--- config.mk ---
export PLATFORM = sky130hd
export DESIGN_NAME = laser_dac_spi_rx
export DESIGN_NICKNAME = d
export VERILOG_FILES = /design/src/rtl/laser_dac_spi_rx_pkg.sv /design/src/rtl/laser_dac_rx_sync.sv /design/src/rtl/laser_dac_spi_rx.sv
export SDC_FILE = /design/constraint.sdc
export NUM_CORES = 1
export LEC_CHECK = 0
export CORE_MARGIN = 1
export CORE_UTILIZATION = 55
export DETAILED_ROUTE_END_ITERATION = 6
export PLACE_DENSITY = 0.77
export SYNTH_ARGS = -nofsm -noshare
export SYNTH_HDL_FRONTEND = slang
export SYNTH_HIERARCHICAL = 1
export SYNTH_SLANG_ARGS = --single-unit
--- constraint.sdc ---
create_clock -name clk -period 7.7 [get_ports clk]
set_input_delay 1.155 -clock clk [delete_from_list [all_inputs] [get_ports clk]]
set_output_delay 1.155 -clock clk [all_outputs]
set_load 0.05 [all_outputs]
--- src/rtl/laser_dac_spi_rx_pkg.sv ---
// Shared definitions for the galvo DAC link receiver: command word field
// positions, FSM state encoding and the control-field reset value.
package laser_dac_spi_rx_pkg;

  // Command word layout: [15]=A_n/B, [14]=buf, [13]=ga_n, [12]=shdn_n, [11:0]=code.
  localparam int CMD_AB_BIT   = 15;
  localparam int CMD_BUF_BIT  = 14;
  localparam int CMD_GA_BIT   = 13;
  localparam int CMD_SHDN_BIT = 12;

  // {buf, ga_n, shdn_n}: unbuffered, gain 1x, shut down.
  localparam logic [2:0] CTRL_RESET = 3'b010;

  typedef enum logic [1:0] {
    ST_IDLE   = 2'd0,
    ST_SHIFT  = 2'd1,
    ST_RESYNC = 2'd2
  } state_t;

endpackage

--- src/rtl/laser_dac_rx_sync.sv ---
// Multi-flop synchronizer for asynchronous link inputs, with a selectable
// value loaded on reset so idle lines come up in their inactive level.
module laser_dac_rx_sync #(
  parameter int               STAGES    = 2,
  parameter int               WIDTH     = 1,
  parameter logic [WIDTH-1:0] RESET_VAL = '0
) (
  input  logic             clk,
  input  logic             reset,
  input  logic [WIDTH-1:0] d,
  output logic [WIDTH-1:0] q
);

  logic [WIDTH-1:0] chain [STAGES];

  // Shift the pin value through the synchronizer chain.
  always_ff @(posedge clk or posedge reset) begin
    if (reset) begin
      for (int i = 0; i < STAGES; i++) chain[i] <= RESET_VAL;
    end else begin
      // NOTE: non-blocking assignments make every stage sample the previous
      // stage's old value, giving a true STAGES-deep pipeline.
      chain[0] <= d;
      for (int i = 1; i < STAGES; i++) chain[i] <= chain[i-1];
    end
  end

  assign q = chain[STAGES-1];

endmodule

--- src/rtl/laser_dac_spi_rx.sv ---
// Receive side of the dual 12-bit galvo DAC serial link. Oversamples
// mosi/sclk/csn/latchn, decodes 16-bit command words into per-channel input
// registers and transfers both channels to the outputs on latch.
// Optional feature macro: LASER_DAC_RX_RGB_EN (capture laser colour on latch).
module laser_dac_spi_rx
  import laser_dac_spi_rx_pkg::*;
#(
  parameter int WORD_BITS   = 16,
  parameter int DATA_BITS   = 12,
  parameter int SYNC_STAGES = 2
) (
  input  logic                 clk,
  input  logic                 reset,
  input  logic                 dac_mosi,
  input  logic                 dac_sclk,
  input  logic                 dac_csn,
  input  logic                 dac_latchn,
  input  logic [2:0]           laser_rgb,
  output logic [DATA_BITS-1:0] dac_a,
  output logic [DATA_BITS-1:0] dac_b,
  output logic [2:0]           ctrl_a,
  output logic [2:0]           ctrl_b,
  output logic                 point_strobe,
  output logic                 frame_err,
  output logic [2:0]           point_rgb
);

  localparam int CNT_W = $clog2(WORD_BITS + 2);
  localparam logic [CNT_W-1:0] CNT_FULL = CNT_W'(WORD_BITS);
  localparam logic [CNT_W-1:0] CNT_SAT  = CNT_W'(WORD_BITS + 1);
  // Cycles for reset-loaded synchronizer values to flush out of the pipeline.
  localparam int SET_W = $clog2(SYNC_STAGES + 3);
  localparam logic [SET_W-1:0] SETTLE_MAX = SET_W'(SYNC_STAGES + 2);

  logic mosi_s, sclk_s, csn_s, latchn_s;
  logic sclk_d, csn_d, latchn_d;
  logic sclk_rise, csn_fall, csn_rise, latch_fall, mosi_q, csn_q;
  state_t state, state_nxt;
  logic do_shift, do_clear, do_commit, do_err;
  logic [SET_W-1:0] settle_cnt;
  logic [CNT_W-1:0] bit_cnt;
  logic [WORD_BITS-1:0] shreg;
  logic [DATA_BITS-1:0] in_a, in_b, in_a_nxt, in_b_nxt;
  logic [2:0] in_ctrl_a, in_ctrl_b, in_ctrl_a_nxt, in_ctrl_b_nxt;

  laser_dac_rx_sync #(.STAGES(SYNC_STAGES), .WIDTH(1), .RESET_VAL(1'b0))
    u_sync_mosi   (.clk(clk), .reset(reset), .d(dac_mosi),   .q(mosi_s));
  laser_dac_rx_sync #(.STAGES(SYNC_STAGES), .WIDTH(1), .RESET_VAL(1'b0))
    u_sync_sclk   (.clk(clk), .reset(reset), .d(dac_sclk),   .q(sclk_s));
  laser_dac_rx_sync #(.STAGES(SYNC_STAGES), .WIDTH(1), .RESET_VAL(1'b1))
    u_sync_csn    (.clk(clk), .reset(reset), .d(dac_csn),    .q(csn_s));
  laser_dac_rx_sync #(.STAGES(SYNC_STAGES), .WIDTH(1), .RESET_VAL(1'b1))
    u_sync_latchn (.clk(clk), .reset(reset), .d(dac_latchn), .q(latchn_s));

  // Delay the synced lines one clk and register the edge events they reveal.
  always_ff @(posedge clk or posedge reset) begin
    if (reset) begin
      sclk_d     <= 1'b0;
      csn_d      <= 1'b1;
      latchn_d   <= 1'b1;
      sclk_rise  <= 1'b0;
      csn_fall   <= 1'b0;
      csn_rise   <= 1'b0;
      latch_fall <= 1'b0;
      mosi_q     <= 1'b0;
      csn_q      <= 1'b1;
    end else begin
      sclk_d     <= sclk_s;
      csn_d      <= csn_s;
      latchn_d   <= latchn_s;
      sclk_rise  <= sclk_s & ~sclk_d;
      csn_fall   <= csn_d & ~csn_s;
      csn_rise   <= ~csn_d & csn_s;
      latch_fall <= latchn_d & ~latchn_s;
      mosi_q     <= mosi_s;   // aligned with sclk_rise
      csn_q      <= csn_s;    // csn level aligned with the events
    end
  end

  // State register plus the post-reset settle counter used by RESYNC.
  always_ff @(posedge clk or posedge reset) begin
    if (reset) begin
      state      <= ST_RESYNC;
      settle_cnt <= '0;
    end else begin
      state <= state_nxt;
      if (state == ST_RESYNC && settle_cnt != SETTLE_MAX) settle_cnt <= settle_cnt + 1'b1;
    end
  end

  // Next-state and frame actions; csn events take priority over sclk.
  always_comb begin
    // NOTE: every output of this block gets a default first, so no path
    // through the case can leave one unassigned and infer a latch.
    state_nxt = state;
    do_shift  = 1'b0;
    do_clear  = 1'b0;
    do_commit = 1'b0;
    do_err    = 1'b0;
    unique case (state)
      ST_RESYNC: if (settle_cnt == SETTLE_MAX && csn_q) state_nxt = ST_IDLE;
      ST_IDLE: begin
        if (csn_fall) begin
          state_nxt = ST_SHIFT;
          do_clear  = 1'b1;
        end
      end
      ST_SHIFT: begin
        if (csn_rise) begin
          state_nxt = ST_IDLE;
          if (bit_cnt == CNT_FULL) do_commit = 1'b1;
          else                     do_err    = 1'b1;
        end else if (sclk_rise) begin
          do_shift = 1'b1;
        end
      end
      default: state_nxt = ST_RESYNC;
    endcase
  end

  // Shift register and saturating bit counter.
  always_ff @(posedge clk or posedge reset) begin
    if (reset) begin
      shreg   <= '0;
      bit_cnt <= '0;
    end else if (do_clear) begin
      shreg   <= '0;
      bit_cnt <= '0;
    end else if (do_shift) begin
      shreg <= {shreg[WORD_BITS-2:0], mosi_q};
      if (bit_cnt != CNT_SAT) bit_cnt <= bit_cnt + 1'b1;
    end
  end

  // Post-commit input register values, forwarded to a same-cycle latch.
  always_comb begin
    in_a_nxt      = in_a;
    in_b_nxt      = in_b;
    in_ctrl_a_nxt = in_ctrl_a;
    in_ctrl_b_nxt = in_ctrl_b;
    if (do_commit) begin
      if (shreg[CMD_AB_BIT]) begin
        in_b_nxt      = shreg[DATA_BITS-1:0];
        in_ctrl_b_nxt = {shreg[CMD_BUF_BIT], shreg[CMD_GA_BIT], shreg[CMD_SHDN_BIT]};
      end else begin
        in_a_nxt      = shreg[DATA_BITS-1:0];
        in_ctrl_a_nxt = {shreg[CMD_BUF_BIT], shreg[CMD_GA_BIT], shreg[CMD_SHDN_BIT]};
      end
    end
  end

  // Input and output registers, strobe and error pulses.
  always_ff @(posedge clk or posedge reset) begin
    if (reset) begin
      // NOTE: these registers drive the DAC directly, so each one gets a
      // known safe value (code 0, shut down) rather than power-up garbage.
      in_a         <= '0;
      in_b         <= '0;
      in_ctrl_a    <= CTRL_RESET;
      in_ctrl_b    <= CTRL_RESET;
      dac_a        <= '0;
      dac_b        <= '0;
      ctrl_a       <= CTRL_RESET;
      ctrl_b       <= CTRL_RESET;
      point_strobe <= 1'b0;
      frame_err    <= 1'b0;
    end else begin
      in_a         <= in_a_nxt;
      in_b         <= in_b_nxt;
      in_ctrl_a    <= in_ctrl_a_nxt;
      in_ctrl_b    <= in_ctrl_b_nxt;
      point_strobe <= latch_fall;
      frame_err    <= do_err;
      if (latch_fall) begin
        dac_a  <= in_a_nxt;
        dac_b  <= in_b_nxt;
        ctrl_a <= in_ctrl_a_nxt;
        ctrl_b <= in_ctrl_b_nxt;
      end
    end
  end

`ifdef LASER_DAC_RX_RGB_EN
  logic [2:0] rgb_s;

  laser_dac_rx_sync #(.STAGES(2), .WIDTH(3), .RESET_VAL(3'b000))
    u_sync_rgb (.clk(clk), .reset(reset), .d(laser_rgb), .q(rgb_s));

  // Capture the laser colour on every latch, aligned with point_strobe.
  always_ff @(posedge clk or posedge reset) begin
    if (reset)           point_rgb <= 3'b000;
    else if (latch_fall) point_rgb <= rgb_s;
  end
`else
  logic unused_rgb;
  assign unused_rgb = ^laser_rgb;
  assign point_rgb  = 3'b000;
`endif

endmodule

==> flow_metrics.tcl, run 1 <==
set metrics [dict create \
    status "completed" \
    path_class "register to output port" \
    max_freq_ghz 0.3488 \
    fin_tns_setup_ns 0 \
    start_util 0.5812 \
    ys_seq_area_frac 0.5707 \
    vias_per_cell 5.598 \
    syn2layout_area_growth_pct 12.77 \
    path_cells "clkdlybuf4s50_1" \
    crit_path_max_incr_delay_ns 0.79 \
    wirelength_mm 8.241 \
    die_width_um 93.30 \
    critPathRequiredTime_ns 6.55 \
    rsz0062_at_grt "false" \
    ios 44 \
    setup_viol 0 \
    clk_latency_ns 0.37 \
    fin_skew_ns 0.009178 \
    relSlewSlack 0.3579 \
    grt_pass1_wl_mm 13.82 \
    hold_buffers 0 \
    routabilityCongestion 0.7079 \
    cts_buffers 9 \
    io_buffers 37 \
    netlist_area_mm2 0.004584 \
    crit_path_max_fanout 3 \
    ys.flop_type "dfrtp_1" \
    ys_types 33 \
    wl_per_cell_um 16.22 \
    placementRows 32 \
    critPathLaunchType "register" \
    nFillCells 597 \
    die_height_um 93.30 \
    post_cts_resized 0 \
    cts.path.max_buffers 2 \
    detail_route.iter0.violations 70 \
    cts_setup_buffers 0 \
    hold_path.class "register to register" \
    period_share 0.3724 \
    antenna_found_initial 0 \
    clk_pin_slew_ns 0.10 \
    grt_pass1_vias 2841 \
    root_buffer "clkbuf_8" \
    num-nets-final 415 \
    end_kind "output port" \
    grt_usage 0.2098 \
    p_leak_nw 2.371 \
    htree_levels 3 \
    placed_cell_area_mm2 0.004991 \
    worst_pin_slew_ns 0.9632 \
    synthArstFlopShare 1.000 \
    slowest_stage "clkdlybuf4s50_1" \
    ant_nets 0 \
    ys_seq_elements 104 \
    final_util 0.6555 \
    arrival_ns 1.71 \
    drv_slew 0 \
    timing.hold.ws_ns 0.3616 \
    core_area_mm2 0.007888 \
    design_area_mm2 0.005170 \
    drive_gt1_frac 0.1207 \
    antennaDiodeCount 0 \
    power_density_mw_per_mm2 181.3 \
    critical_path.top_delay_family "buffers and inverters" \
    path_buf_inv 1 \
    drc 0 \
    cap_violations 0 \
    synth_enable_flop_cells 0 \
    syn_area_per_cell_um2 12.39 \
    drt-pass1-iter-count 4 \
    ys_warn_count 6 \
    period_minus_slack_ns 2.867 \
    hold_viol_final 0 \
    ir_worst_vdd_v 0.0001489 \
    mostFrequentLayoutCells "92 x dfrtp_1, 61 x mux2i_1, 51 x a21oi_1" \
    die_area_mm2 0.008704 \
    cts.sinks 104 \
    syn_inst 370 \
    grt_overflow 0 \
    grt_max_degree 77 \
    cts_tree "built" \
    vias 2844 \
    layout_commonest_cell "dfrtp_1" \
    hpwlAfterDp_mm 5.169 \
]
[routing by layer]
metal	track usage	up-vias	share of wire
met2	0.3107	60	0.45
met1	0.3021	1431	0.49
met5	0	-	0
li1	-	1339	-
met3	0.03496	14	0.039
met4	0.1013	0	0.020
[area by class of cell]
cell class              instances  area [µm²]  area share
multi-input cells             235        1807      0.3495
well taps                     102       127.6     0.02469
clock inverters                 7       55.05     0.01065
flip-flops and latches        104        2618      0.5063
clock buffers                   9       123.9     0.02396
repair buffers                 41       400.4     0.07744
inverters                      10       38.79    0.007502
[kinds of logic (layout without fill, tap and decap cells)]
kind of cell               count (synthesis)  count (layout)  share of synthesized area
other                                      1               3                  0.0008180
buffers and inverters                     33              67                    0.03684
muxes                                     92              92                     0.2216
adders and majority gates                  5               5                    0.01365
and+or+nand+nor                           75              75                    0.08816
xor gates and xnor gates                   1               1                   0.001911
AOI/OAI and AO/OA                         59              59                    0.06632
DFF                                      104             104                     0.5707
[path summary, 6_finish.rpt]
kind / from / to / slack, ns / cells after the start
worst min register to register: u_sync_latchn/chain[1] / u_sync_latchn/q / 0.36 / 0
worst min-delay path: u_sync_latchn/chain[1] / u_sync_latchn/q / 0.36 / 0
worst max-delay path: ctrl_b[1] / ctrl_b[1] / 4.83 / 1
min in group asynchronous: reset / u_sync_sclk/q / 1.06 / 2
worst max register to register: csn_rise / bit_cnt[4] / 5.63 / 3
max in group asynchronous: reset / latch_fall / 5.23 / 3
[worst reg2reg max path, cell delays in order (launching register included)]
cell,delay [ns]
dfrtp_1,0.44
nand4bb_1,0.79
or3_1,0.63
a21oi_1,0.14
[cells in the mapped netlist, drive strengths merged, types with 2 or more instances]
master	instances	area [µm²]
inv	10	37.54
nor2b	21	131.4
a21oi	51	255.2
nand2b	2	12.51
clkbuf	9	33.78
o21ai	5	25.02
nor2	3	11.26
nand3	3	15.01
buf	14	97.59
mux2i	61	610.6
nand4bb	2	22.52
nand2	36	135.1
dfrtp	93	2327
ha	5	62.56
and4bb	2	25.02
dfstp	11	289.0
mux2	31	405.4
[report_power, final]
group	internal (mW)	total (mW)	switching, mW
Clock	0.122	0.313	0.192
Combinational	0.0169	0.0559	0.0390
Sequential	0.557	0.568	0.0107
Total	0.696	0.937	0.241
[through the flow]
stage	worst slack, ns	power (mW)	std cells
final	4.833	0.9373	508
after global routing	4.782	0.9766	508
after CTS	4.812	0.9459	508
after detailed placement	4.725	0.6349	492
after global placement	4.730	0.6321	492
after floorplan	4.051	0.6182	372
[state kept, by name, indices dropped and copies added (netlist names), 2 cells and up]
signal,flops
bit_cnt,5
ctrl_b,3
in_ctrl_b,3
state,2
dac_a,12
in_a,12
dac_b,12
in_b,12
in_ctrl_a,3
settle_cnt,3
shreg,16
ctrl_a,3
No activity file was read; power rests on OpenSTA's default activity.
==> run 2: changes to the inputs <==
CORE_UTILIZATION = 51   (was 55)
PLACE_DENSITY = 0.75   (was 0.77)
clock period = 2.3 ns   (was 7.7 ns; I/O delays follow)
==> run 2 against run 1 <==
- worst hold slack got worse by 0.075 ns
- sequential cell count unchanged
- die area increased by 7.7%
- largest power group unchanged
- final cell count increased by 2.6%
==> flow_metrics.tcl, run 2 (same netlist as run 1, synthesis figures left out) <==
set metrics [dict create \
    status "completed" \
    design_area_mm2 0.005326 \
    period_share 0.8977 \
    wirelength_mm 8.221 \
    rsz0062_at_grt "false" \
    root_buffer "clkbuf_8" \
    ios 44 \
    placementRows 34 \
    num-nets-final 422 \
    crit_path_max_incr_delay_ns 0.80 \
    clk_latency_ns 0.36 \
    drv_slew 0 \
    grt_pass1_wl_mm 14.43 \
    critical_path.top_delay_family "buffers and inverters" \
    max_freq_ghz 0.4843 \
    relSlewSlack 0.5223 \
    grt_overflow 0 \
    power_density_mw_per_mm2 639.6 \
    path_cells "clkdlybuf4s50_1" \
    vias 2864 \
    nFillCells 657 \
    start_util 0.5257 \
    p_leak_nw 2.444 \
    hold_viol_final 0 \
    cts.path.max_buffers 2 \
    mostFrequentLayoutCells "92 x dfrtp_1, 61 x mux2i_1, 51 x a21oi_1" \
    crit_path_max_fanout 3 \
    hold_path.class "primary input to asynchronous set/reset pin" \
    fin_tns_setup_ns 0 \
    htree_levels 3 \
    cp_num_cells 1 \
    ant_nets 0 \
    worst_pin_slew_ns 0.7166 \
    grt_max_degree 55 \
    drt-pass1-iter-count 4 \
    cts_setup_buffers 0 \
    reg2reg_depth 6 \
    ff_latch_area_mm2 0.002618 \
    wl_per_cell_um 15.78 \
    placed_cell_area_mm2 0.005091 \
    die_width_um 96.81 \
    io_buffers 37 \
    hold_buffers 0 \
    cts.sinks 104 \
    routabilityCongestion 0.6813 \
    antenna_found_initial 0 \
    period_minus_slack_ns 2.065 \
    detail_route.iter0.violations 156 \
    cts_buffers 9 \
    end_kind "output port" \
    critPathRequiredTime_ns 1.96 \
    largest_register_ffs 16 \
    grt_usage 0.1908 \
    path_buf_inv 1 \
    arrival_ns 1.72 \
    fin_skew_ns 0.01338 \
    hpwlAfterDp_mm 5.424 \
    slowest_stage "clkdlybuf4s50_1" \
    vias_per_cell 5.497 \
    post_cts_resized 0 \
    grt_pass1_vias 2915 \
    die_height_um 96.81 \
    critPathLaunchType "register" \
    multi_input_area_mm2 0.001807 \
    ir_worst_vdd_v 0.0003304 \
    path_class "register to output port" \
    drc 0 \
    layout_commonest_cell "dfrtp_1" \
    antennaDiodeCount 0 \
    clk_pin_slew_ns 0.11 \
    drive_gt1_frac 0.1356 \
    core_area_mm2 0.008721 \
    die_area_mm2 0.009372 \
    registers.top_by_ff_count "shreg" \
    cap_violations 0 \
    syn2layout_area_growth_pct 16.18 \
    setup_viol 0 \
    timing.hold.ws_ns 0.2868 \
    cts_tree "built" \
]
run 2: cell count changes in the layout (fill, tap and decap cells not counted), sizes merged:
cell and delta:
clkinv -3, buf +7, bufinv +2, inv +1
run 2: where the power goes:
part / leakage, nW / total (mW) / switching, mW / internal [mW]
Sequential: 1.39 / 1.91 / 0.0400 / 1.87
Clock: 0.118 / 1.31 / 0.672 / 0.638
Combinational: 0.937 / 0.190 / 0.126 / 0.0641
Total: 2.44 / 3.41 / 0.838 / 2.57
run 2: final cells by class:
class	count	share of cell area
well taps	108	0.02537
clock buffers	9	0.02326
flip-flops and latches	104	0.4914
repair buffers	48	0.09208
multi-input cells	235	0.3392
inverters	10	0.007752
clock inverters	7	0.02091
run 2: path summary, 6_finish.rpt:
| check | end | slack [ns] | from |
|---|---|---|---|
| hold / removal | u_sync_sclk/q | 0.29 | reset |
| max in group asynchronous | in_ctrl_b[1] | 1.16 | reset |
| setup reg to reg | dac_b[8] | 0.30 | bit_cnt[0] |
| min in group clk | u_sync_mosi/q | 0.36 | u_sync_mosi/chain[1] |
| setup / recovery | ctrl_b[1] | 0.24 | ctrl_b[1] |
| hold reg to reg | u_sync_mosi/q | 0.36 | u_sync_mosi/chain[1] |
run 2: metrics by stage:
step | std cells | power, mW | util | setup slack [ns]
global route | 521 | 3.537 | 0.6108 | 0.1793
floorplan | 372 | 2.070 | - | 0.5934
detailed placement | 505 | 2.133 | 0.5838 | 0.3338
CTS | 521 | 3.434 | 0.6108 | 0.2155
global placement | 505 | 2.121 | 0.5838 | 0.3989
finish | 521 | 3.407 | 0.6108 | 0.2353
run 2: per-layer routing:
metal | vias to the layer above | part of all wire | track usage
li1 | 1353 | - | -
met1 | 1459 | 0.51 | 0.2783
met2 | 39 | 0.45 | 0.2871
met3 | 13 | 0.022 | 0.03035
met4 | 0 | 0.017 | 0.07463
met5 | - | 0 | 0
